$ cat src/rtl/cpu_run_ctrl.sv
// Run controller for the multicycle MIPS CPU: boot sequencing, cycle limit,
// halt detection and a circular {pc, ins} trace buffer readable after the run.
module cpu_run_ctrl #(
  parameter int unsigned PC_W        = 32,
  parameter int unsigned INS_W       = 32,
  parameter int unsigned DEPTH       = 16,
  parameter int unsigned HOLD_CYCLES = 2,
  parameter int unsigned HALT_WINDOW = 8
) (
  input  logic                      CLK,
  input  logic                      RST,
  input  logic                      start,
  input  logic                      abort,
  input  logic [PC_W-1:0]           boot_pc,
  input  logic [31:0]               max_cycles,
  output logic                      cpu_rst,
  output logic [PC_W-1:0]           outside_pc,
  input  logic [PC_W-1:0]           now_pc,
  input  logic [INS_W-1:0]          ins,
  input  logic                      trace_rd_en,
  output logic [PC_W+INS_W-1:0]     trace_rd_data,
  output logic                      trace_rd_valid,
  output logic [$clog2(DEPTH):0]    trace_count,
  output logic                      trace_ovf,
  output logic [31:0]               cycle_cnt,
  output logic                      running,
  output logic                      done,
  output logic [1:0]                halt_reason
);

  localparam int unsigned PTR_W  = $clog2(DEPTH);
  localparam int unsigned CNT_W  = PTR_W + 1;
  localparam int unsigned ENT_W  = PC_W + INS_W;
  localparam int unsigned HOLD_W = $clog2(HOLD_CYCLES + 1);
  localparam int unsigned STAB_W = $clog2(HALT_WINDOW + 1);

  localparam logic [1:0] RSN_NONE  = 2'b00;
  localparam logic [1:0] RSN_HALT  = 2'b01;
  localparam logic [1:0] RSN_LIMIT = 2'b10;
  localparam logic [1:0] RSN_ABORT = 2'b11;

  typedef enum logic [1:0] {IDLE, HOLD, RUN, DONE} state_t;

  state_t              state_q, state_n;
  logic [HOLD_W-1:0]   hold_q, hold_n;
  logic [31:0]         max_q, max_n;
  logic [PTR_W-1:0]    wr_ptr_q, wr_ptr_n;
  logic [PTR_W-1:0]    rd_ptr_q, rd_ptr_n;
  logic [PC_W-1:0]     prev_pc_q, prev_pc_n;
  logic [STAB_W-1:0]   stable_q, stable_n;
  logic [PC_W-1:0]     outside_pc_n;
  logic [31:0]         cycle_cnt_n;
  logic [CNT_W-1:0]    trace_count_n;
  logic                trace_ovf_n;
  logic [1:0]          halt_reason_n;
  logic [ENT_W-1:0]    rd_data_n;
  logic                rd_valid_n;
  logic                wr_en_c;
  logic                first_c;

  logic [ENT_W-1:0]    mem [DEPTH];

  // Next-state and next-output logic; every register holds unless changed below.
  always_comb begin
    state_n       = state_q;
    hold_n        = hold_q;
    max_n         = max_q;
    wr_ptr_n      = wr_ptr_q;
    rd_ptr_n      = rd_ptr_q;
    prev_pc_n     = prev_pc_q;
    stable_n      = stable_q;
    outside_pc_n  = outside_pc;
    cycle_cnt_n   = cycle_cnt;
    trace_count_n = trace_count;
    trace_ovf_n   = trace_ovf;
    halt_reason_n = halt_reason;
    rd_data_n     = trace_rd_data;
    rd_valid_n    = 1'b0;
    wr_en_c       = 1'b0;
    first_c       = 1'b0;

    case (state_q)
      IDLE, DONE: begin
        if (start) begin
          state_n       = HOLD;
          hold_n        = '0;
          outside_pc_n  = boot_pc;
          max_n         = max_cycles;
          wr_ptr_n      = '0;
          rd_ptr_n      = '0;
          stable_n      = '0;
          trace_count_n = '0;
          trace_ovf_n   = 1'b0;
          cycle_cnt_n   = '0;
          halt_reason_n = RSN_NONE;
        end else if (trace_rd_en && (trace_count != '0)) begin
          rd_data_n     = mem[rd_ptr_q];
          rd_valid_n    = 1'b1;
          rd_ptr_n      = rd_ptr_q + PTR_W'(1);
          trace_count_n = trace_count - CNT_W'(1);
        end
      end
      HOLD: begin
        if (abort) begin
          state_n       = DONE;
          halt_reason_n = RSN_ABORT;
        end else if (hold_q == HOLD_W'(HOLD_CYCLES - 1)) begin
          state_n = RUN;
        end else begin
          hold_n = hold_q + HOLD_W'(1);
        end
      end
      RUN: begin
        cycle_cnt_n = cycle_cnt + 32'd1;
        prev_pc_n   = now_pc;
        first_c     = (cycle_cnt == '0);
        // A full buffer drops its oldest entry to make room.
        if (first_c || (now_pc != prev_pc_q)) begin
          wr_en_c  = 1'b1;
          wr_ptr_n = wr_ptr_q + PTR_W'(1);
          stable_n = '0;
          if (trace_count == CNT_W'(DEPTH)) begin
            rd_ptr_n    = rd_ptr_q + PTR_W'(1);
            trace_ovf_n = 1'b1;
          end else begin
            trace_count_n = trace_count + CNT_W'(1);
          end
        end else begin
          stable_n = stable_q + STAB_W'(1);
        end
        if (abort) begin
          state_n       = DONE;
          halt_reason_n = RSN_ABORT;
        end else if ((max_q != '0) && (cycle_cnt_n == max_q)) begin
          state_n       = DONE;
          halt_reason_n = RSN_LIMIT;
        end else if (stable_n == STAB_W'(HALT_WINDOW)) begin
          state_n       = DONE;
          halt_reason_n = RSN_HALT;
        end
      end
      default: state_n = IDLE;
    endcase
  end

  always_ff @(posedge CLK or negedge RST) begin
    if (!RST) begin
      state_q        <= IDLE;
      hold_q         <= '0;
      max_q          <= '0;
      wr_ptr_q       <= '0;
      rd_ptr_q       <= '0;
      prev_pc_q      <= '0;
      stable_q       <= '0;
      outside_pc     <= '0;
      cycle_cnt      <= '0;
      trace_count    <= '0;
      trace_ovf      <= 1'b0;
      halt_reason    <= RSN_NONE;
      trace_rd_data  <= '0;
      trace_rd_valid <= 1'b0;
      cpu_rst        <= 1'b1;
      running        <= 1'b0;
      done           <= 1'b0;
    end else begin
      state_q        <= state_n;
      hold_q         <= hold_n;
      max_q          <= max_n;
      wr_ptr_q       <= wr_ptr_n;
      rd_ptr_q       <= rd_ptr_n;
      prev_pc_q      <= prev_pc_n;
      stable_q       <= stable_n;
      outside_pc     <= outside_pc_n;
      cycle_cnt      <= cycle_cnt_n;
      trace_count    <= trace_count_n;
      trace_ovf      <= trace_ovf_n;
      halt_reason    <= halt_reason_n;
      trace_rd_data  <= rd_data_n;
      trace_rd_valid <= rd_valid_n;
      cpu_rst        <= (state_n != RUN);
      running        <= (state_n == RUN);
      done           <= (state_n == DONE);
    end
  end

  // Trace storage; contents are qualified by the pointers, so no reset needed.
  always_ff @(posedge CLK) begin
    if (wr_en_c) mem[wr_ptr_q] <= {now_pc, ins};
  end

endmodule

$ cat config.mk
export PLATFORM = sky130hd
export DESIGN_NAME = cpu_run_ctrl
export DESIGN_NICKNAME = d
export VERILOG_FILES = /design/src/rtl/cpu_run_ctrl.sv
export SDC_FILE = /design/constraint.sdc
export NUM_CORES = 1
export LEC_CHECK = 0
export CAP_MARGIN = 10
export CORE_ASPECT_RATIO = 1.4
export CORE_MARGIN = 2
export CORE_UTILIZATION = 44
export CTS_BUF_LIST = sky130_fd_sc_hd__clkbuf_8 sky130_fd_sc_hd__clkbuf_16
export DETAILED_ROUTE_END_ITERATION = 8
export HOLD_SLACK_MARGIN = 0.05
export MAX_ROUTING_LAYER = met4
export PLACE_DENSITY = 0.72
export SYNTH_ARGS = -nofsm -noshare
export SYNTH_HDL_FRONTEND = slang
export SYNTH_SLANG_ARGS = --single-unit
$ cat constraint.sdc
create_clock -name CLK -period 19.05 [get_ports CLK]
set_input_delay 4.7625 -clock CLK [delete_from_list [all_inputs] [get_ports CLK]]
set_output_delay 4.7625 -clock CLK [all_outputs]
set_load 0.05 [all_outputs]
Yosys cells after proc, flatten, opt, wreduce, memory -nomap -nowiden
Memories as Yosys holds them, arrays and structs flattened. A register that Yosys moved wholly into a read port is not among the register bits.
Index checks and enable logic that the tools add are counted.

word-level totals
  register bits = 156
  bits of input ports = 133
  memories = 1
  output and inout bits = 140
  bits in writable memories = 1,024
  word-level logic and storage cells = 110

cells by class
  add/subtract/negate cells = 7
  reduce and logical (&&, ||, !) cells = 20
  bitwise logic cells = 1
  muxes and demuxes = 45
  equal/unequal tests = 20

memories
  name  depth  bits a word  read ports  clocked after Yosys merged registers in  write ports  line  text
  mem   16     64           1           1                                        1            61    logic [ENT_W-1:0] mem [DEPTH];

operator list
  kind                                                                    number
  32-bit case mux with 2 select lines                                     1
  32-bit by 1-bit adder with 32-bit output (second input constant)        1
  32-bit equality test                                                    1
  32-bit logical NOT                                                      1
  32-bit two-way mux                                                      1
  4-bit two-way mux                                                       8
  32-bit inequality test                                                  1
  32-bit nonzero test                                                     1
  2-bit two-way mux                                                       13
  4-bit case mux with 2 select lines                                      3
  5-bit two-way mux                                                       4
  2-bit inequality test (second input constant)                           8
  4-bit AND reduction                                                     4
  4-bit by 1-bit adder with 4-bit output (second input constant)          3
  2-bit case mux with 3 select lines                                      2
  1-bit two-way mux                                                       10
  5-bit case mux with 2 select lines                                      1
  3-bit AND reduction                                                     3
  2-bit equality test (second input constant)                             4
  5-bit by 1-bit adder with 5-bit output (second input constant)          1
  5-bit equality test (second input constant)                             1
  5-bit nonzero test                                                      1
  5-bit by 1-bit subtractor with 5-bit output (second input constant)     1
  2-bit by 1-bit equality test with 1-bit output (second input constant)  2
  14 further kinds                                                        17

Logic depth before layout (Yosys ltp)
  depth in word-level cells = 10
  depth in mapped cells = 11
  mapped depth without buffers = 10

Worst setup path before layout
OpenSTA, ideal clock, no wires.

  kind = input-to-reg
  start point = input port now_pc[29]
  end point = memory mem[3][0] in the netlist's numbering, enable pin
  path slack = 8.560 ns
  buffers on the path = 0
  required time = 18.485 ns
  stages on the path = 7
  data arrival time = 9.925 ns
  library setup time = 0.565 ns
  path through = xor2_1 > nor4_1 > o211ai_1 > nor4_1 > nor2_1 > nand2_1 > nor3_1

on the way
  word-level cells in the longest chain between the ends = 6

RTL lines
  what                                     line  text
  start, declared                          18    input logic [PC_W-1:0] now_pc,
  32-bit inequality test                   118   if (first_c || (now_pc != prev_pc_q)) begin
  1-bit logical OR                         118
  1-bit two-way mux                        118
  1-bit two-way mux                        82    case (state_q)
  1-bit two-way mux                        188   if (wr_en_c) mem[wr_ptr_q] <= {now_pc, ins};
  1-bit two-way mux (not written as such)  188
  end, declared                            61

No other way between the ends.

Final worst setup path
  start point = input port now_pc[27]
  end point = memory mem[2][1] in the netlist's numbering, enable pin

Same word-level chain as after synthesis.

==> reports/metrics.csv <==
metric,value,unit
status,"finished, final reports clean",
avgSynthCellArea,16.90,sq um
synthXorXnorAreaFrac,1.391,%
vias,27460,
numCtsBuffers,113,
clk_pin_slew_worst_paths,0.06,ns
final_cell_mix,"edfxtp_1, clkdlybuf4s50_1, nand2_1",
n_fill_cell,8869,
switching_share,31.59,%
synth_edf_count,1024,
port_buffers,272,
r2r_slack,14.44,ns
wirelength,116400,um
clkPwrFrac,29.6,%
viasPerCell,5.738,
ios,273,
placed_cells,4565,
synthFlopType,edfxtp_1,
start_util,44.43,%
synth_adder_area_share,0.3522,%
synth.largest_area_cell,edfxtp_1,
die_w,288.1,um
async_flop_share,17.68,%
ys_seq_area_share,72.91,%
grt_remaining_overflow,0,
synth-simple-area-share,4.388,%
drive_above_1_share,16.77,%
end_kind,flop,
path_cells,clkdlybuf4s50_1 -> xor2_1 -> nor4_1 -> nand4_1 -> nor4_2 -> buf_4 -> nor2_1 -> nand2_1 -> nor3_2 -> buf_4,
dr.first_iter.drc_count,2574,
fin_crit_sh,45.26,%
cpLargestDelayFamily,buffers and inverters,
cts_resized,0,
finClkSkew,0.02528,ns
min_period,8.622,ns
drc_errors,0,
yosysWarnings,0,
wl_per_cell,24.32,um
final_common_cell,edfxtp_1,
power_density,136.4,nW/um^2
syn_to_final_growth,16.70,%
hold_viol_final,0,
worstPathArrival,8.95,ns
dpl-instance-area,54120,sq um
die_area,115800,sq um
synth-compound-area-share,6.049,%
worst_setup_path_start_kind,input pin,
ys_seq_elements,1244,
synthMuxAreaShare,13.39,%
die_y,401.8,um
clock_tree.root_cell,clkbuf_16,
worst_path_max_delay_cell,buf_4,
syn-cell-area,49730,sq um
setup_viol,0,
dpl.hpwl,67370,um
clk_latency,0.72,ns
antenna_found_initial,7,
num-nets-final,3357,
slew-limit-headroom,21.01,%
max_freq,116.0,MHz
irDropWorstVdd,0.0001123,V
ctsHoldBuffers,0,
cts_num_sinks,1244,
cp_max_fo,56,
worstSetupPathType,input pin to flop,
cap_violations,0,
rsz0062_at_grt,no,
crit_required,19.38,ns
cts_tree,built,
htree_levels,3,
synth_top_area_share,61.83,%
slowest_delay,0.97,ns
grt_max_degree,120,
firstDrtPassIters,5,
cpMostUsedCell,buf_4,
cts_setup_buffers,0,
stdcell_count,4785,
min_path_type,flop to flop,
grt_usage,20.71,%
core_area,111900,sq um
grt_first_pass_wirelength,175800,um
synthTopCellsByArea,"edfxtp_1, dfrtp_1, mux4_2",
tightest_slew,1.182,ns
fin_area,58030,sq um
switchingPower,2.500,mW
grt_pass1_vias,28060,
cts_buffer_depth,3,
critPathBufInv,3,
synth_nets,3090,
p_comb_share,27.6,%
netlist_instances,2943,
finalPower,7.914,mW
pwr-share-seq,42.7,%
final_max_slew_viol_count,0,
synth_top_family_by_area,multiplexers,
tns,0,ns
num_rows,145,
p_int,5.414,mW
gp_congestion,0.8309,
leakage,19.16,nW
ys_types,66,
drtAntennaViolNets,0,
## flip-flops by register name, summed over array words and instances (netlist names), 4 cells and up
register	flops
trace_rd_data	64
mem	1024
cycle_cnt	32
rd_ptr_q	4
max_q	32
prev_pc_q	32
trace_count	5
outside_pc	32
stable_q	4
wr_ptr_q	4
## power by group through the flow
| stage | logic (mW) | clock network, mW | registers (mW) |
|---|---|---|---|
| after global placement | 2.19 | 0 | 3.43 |
| after CTS | 2.22 | 2.39 | 3.39 |
| after floorplan | 1.18 | 0 | 3.73 |
| final | 2.19 | 2.35 | 3.38 |
| after detailed placement | 2.21 | 0 | 3.44 |
| after global routing | 2.34 | 2.49 | 3.41 |
## worst paths after layout
kind	startpoint	end	cells after the start
min in group asynchronous	RST	trace_rd_data[4]	1
setup / recovery	now_pc[27]	mem[2][1]	10
hold reg to reg	trace_rd_data[53]	trace_rd_data[53]	2
max in group asynchronous	RST	outside_pc[9]	3
hold / removal	trace_rd_data[53]	trace_rd_data[53]	2
setup reg to reg	cycle_cnt[0]	mem[2][1]	11
## synthesized netlist by cell type, types with 5 or more instances
library cell,number
buf_4,6
mux4_2,128
xnor2_1,39
or3_1,5
buf_1,33
nand2_1,249
and3_1,9
o31ai_1,12
o221ai_1,129
clkbuf_1,111
nand3_1,22
edfxtp_1,1024
a31oi_1,9
a21oi_1,88
and4_1,6
buf_2,13
dfrtp_1,219
xor2_1,40
mux2_2,161
ha_1,14
o21ai_0,195
a21o_1,7
and2_1,8
mux2i_1,194
nor2_1,63
o21a_1,5
nor3_1,16
nor4_1,31
nand4_1,28
inv_1,16
## logic make-up (layout without fill, tap and decap cells)
family          Yosys count  after routing
compound gates          472            472
xor+xnor                 79             79
fa+ha+maj                14             14
buf+inv                 183            549
flops                  1244           1244
mux                     485            485
other cells               0              6
simple gates            466            466
## metrics by stage
stage	utilization, %	hold slack, ns	setup WS (ns)
after floorplan	-	0.4743	8.560
after global placement	48.35	0.4632	9.766
after detailed placement	48.35	0.4700	9.687
after CTS	51.83	0.4845	10.45
after global routing	51.84	0.5008	10.23
final	51.84	0.4749	10.43
## worst register-to-register path: cells and delay by family, from the launching register on
| family | cells | cell delay, ns |
|---|---|---|
| AO/OA/AOI/OAI | 1 | 0.28 |
| adder cells (fa/ha/maj) | 1 | 0.15 |
| buffers and inverters | 3 | 1.26 |
| flip-flops | 1 | 0.51 |
| AND/OR/NAND/NOR | 6 | 2.00 |
## layer usage
layer / wire [um] / share of wire (%) / vias up / track usage [%]
met5: 0 / 0 / - / -
met4: 3084 / 2.7 / 0 / 6.808
met3: 8094 / 7.0 / 184 / 3.844
met2: 60120 / 52 / 1031 / 34.70
met1: 45070 / 39 / 14080 / 25.34
li1: - / - / 12170 / -
## area by class of cell
class	instances	area, sq um	area share (%)
timing repair buffer	318	3085	5.317
sequential	1244	36270	62.50
inverter	17	63.81	0.1100
tap	1470	1839	3.169
antenna	6	15.01	0.02587
clock inverter	88	892.1	1.537
clock buffer	126	3007	5.181
multi-input combinational	1516	12860	22.16
No activity file was read; power rests on OpenSTA's default activity.
==> RTL edit: new RTL, same flow settings <==
`trace_rd_data` no longer has a reset.
--- a/src/rtl/cpu_run_ctrl.sv
+++ b/src/rtl/cpu_run_ctrl.sv
@@ -157,7 +157,6 @@
       trace_count    <= '0;
       trace_ovf      <= 1'b0;
       halt_reason    <= RSN_NONE;
-      trace_rd_data  <= '0;
       trace_rd_valid <= 1'b0;
       cpu_rst        <= 1'b1;
       running        <= 1'b0;
@@ -175,12 +174,15 @@
       trace_count    <= trace_count_n;
       trace_ovf      <= trace_ovf_n;
       halt_reason    <= halt_reason_n;
-      trace_rd_data  <= rd_data_n;
       trace_rd_valid <= rd_valid_n;
       cpu_rst        <= (state_n != RUN);
       running        <= (state_n == RUN);
       done           <= (state_n == DONE);
     end
+  end
+
+  always_ff @(posedge CLK) begin
+    trace_rd_data <= rd_data_n;
   end
 
   // Trace storage; contents are qualified by the pointers, so no reset needed.
Function: not settled (the Yosys comparison gave no result); the edit may change what the design does.
==> RTL edit against the original RTL <==
- synthesized area down 1.8%
- clock power down 5%
- clock skew up 0.018 ns
- core utilization down 0.11 points
- setup slack better by 0.023 ns
- total power down 3.5%
- combinational power down 8%
- largest power group unchanged
- fmax up 0.26%
- design area down 1.9%
- register-to-register slack better by 0.47 ns
- sequential cell count unchanged
- routed wire length down 4.1%
- largest cell class unchanged
- worst hold slack better by 0.034 ns
==> RTL edit: results (changes against the original RTL) <==
* Status: finished clean
* Antenna violations before repair at 10 (+3)
* Root Buffer: clkbuf_16
* Path depth of the worst reg2reg path at 10 (-1)
* Slowest cell on crit path: clkdlybuf4s50_1
* DR vias/cell at 5.80 (+1.0%)
* Clkbuf count at 118 (-6.3%)
* Non-clk invs at 19 (+2)
* Comb_multi_in at 943 (-38%)
* Vias in the first global route at 25531 (-9.0%)
* CTS H-tree depth at 3 (unchanged)
* Fin nets at 2776 (-17%)
* CP startpoint: now_pc[23]
* GRT Overall Usage at 20.4% (-0.33 points)
* Clk slew on worst S/H paths at 0.06 ns (about the same)
* Number of flops mapped to enable cells by yosys at 1088 (+6.3%)
* Yosys reg bits at 1244 (unchanged)
* Top cells by area, synth: edfxtp_1, mux4_2, dfrtp_1, mux2_2, xor2_1
* Commonest cells in the netlist: edfxtp_1, mux4_2, dfrtp_1
* Filler cells at 8362 (-5.7%)
* # diodes at 9 (+3)
* Ys Warns at 0 (unchanged)
* Cell variety after synth at 65 (-1.5%)
* Max-Slew Margin vs Limit at 22.1% (+1.0 points)
* Signal buf overhead at 5.31% (-0.011 points)
* RePlAce Congestion at 0.895 (+7.7%)
* Slowest stage delay, CP at 0.90 ns (-0.07 ns)
* Post-DP HPWL at 66000 um (-2.0%)
* Post-route antenna net violation count at 0 (unchanged)
* Drt initial violations at 2301 (-11%)
* Critical Path Fanout Max at 34 (-39%)
* Register area share after synthesis at 74.9% (+2.0 points)
* Asr flop ratio synth at 12.5% (-5.1 points)
* Fraction of area in multi-input gates at 20.6% (-1.5 points)
* Clock network area share at 6.44% (-0.28 points)
* CTS Buf Count at 111 (-1.8%)
* Top Registers: mem (1024), trace_rd_data (64)
* Register area at 0.0366 sq mm (+0.88%)
* Layout cells sized above 1 at 24.6% (+7.8 points)
* First-pass GRT wire length at 166000 um (-5.5%)
* Worst Hold Depth at 1 (-1)
* Buffers, non-clock at 310 (-2.5%)
* Peak supply drop at 0.0995 mV (-11%)
* Post-cts sizing count at 0 (unchanged)
* Worst setup path endpoint: mem[10][30]
* Leak at 0.0183 uW (-4.7%)
* Clk buf depth at 3 (unchanged)
* Clock skew at 0.0431 ns (+0.0178 ns)
* Number of buffers added on ports at 272 (unchanged)
* Router iterations before antenna repair at 8 (+3)
* Max Clock Freq at 116 MHz (+0.26%)
* Hold Crit Class: flip-flop to flip-flop
* Reg2Reg Setup Slack at 14.91 ns (+0.47 ns)
* Synthesized Nets at 2479 (-20%)
* Final wirelength at 112000 um (-4.1%)
* Top Family by Delay on Critical Path: simple AND/OR/NAND/NOR gates
* DP Worst Slack at 9.72 ns (+0.0354 ns)
* Largest net degree at the start of global routing at 163 (+36%)
* WP data arrival at 8.95 ns (about the same)
-- RTL edit: cell count changes in the layout (fill, tap and decap cells not counted), moves of 66 or more --
cell      unedited run  this run
a21oi_1             88        22
mux2i_1            194         2
mux4_2             128       320
nand2_1            247        53
o21ai_0            195        70
o221ai_1           129         0
-- RTL edit: cells by family (layout without fill, tap and decap cells) --
family / count (synthesis) / in the layout / share of synthesized area (%)
flip-flops: 1244 / 1244 / 74.9
multiplexers: 419 / 419 / 17.0
AND/OR/NAND/NOR: 273 / 273 / 3.15
AO/OA/AOI/OAI: 158 / 158 / 1.99
buffers and inverters: 145 / 532 / 1.16
XOR/XNOR: 79 / 79 / 1.42
adder cells (fa/ha/maj): 14 / 14 / 0.359
other: 0 / 9 / 0
-- RTL edit: through the flow --
stage / instance area [sq um] / std cells
after global routing: 57000 / 4188
after CTS: 56900 / 4179
final: 57000 / 4188
after detailed placement: 53300 / 3976
after floorplan: 48800 / 2332
after global placement: 53300 / 3976
-- RTL edit: worst min-delay path by stage --
stage	slack [ns]	startpoint	end
3_3_place_gp	0.49	outside_pc[27]	outside_pc[27]
6_report	0.51	outside_pc[16]	outside_pc[16]
2_1_floorplan	0.47	hold_q[1]	hold_q[1]
5_1_grt	0.53	outside_pc[15]	outside_pc[15]
4_1_cts	0.51	outside_pc[16]	outside_pc[16]
3_5_place_dp	0.50	outside_pc[16]	outside_pc[16]
-- RTL edit: layer usage --
layer	track usage, %	vias to the layer above	wire, um
met2	35.3	976	59300
met1	24.0	12887	41700
met3	3.32	182	7020
met4	7.45	0	3540
met5	-	-	0
li1	-	10235	-
-- RTL edit: power by group --
part	internal [uW]	leakage, uW	switching, uW
Combinational	925	0.00469	1100
Sequential	3220	0.0117	174
Clock	1230	0.00183	997
Total	5370	0.0183	2270
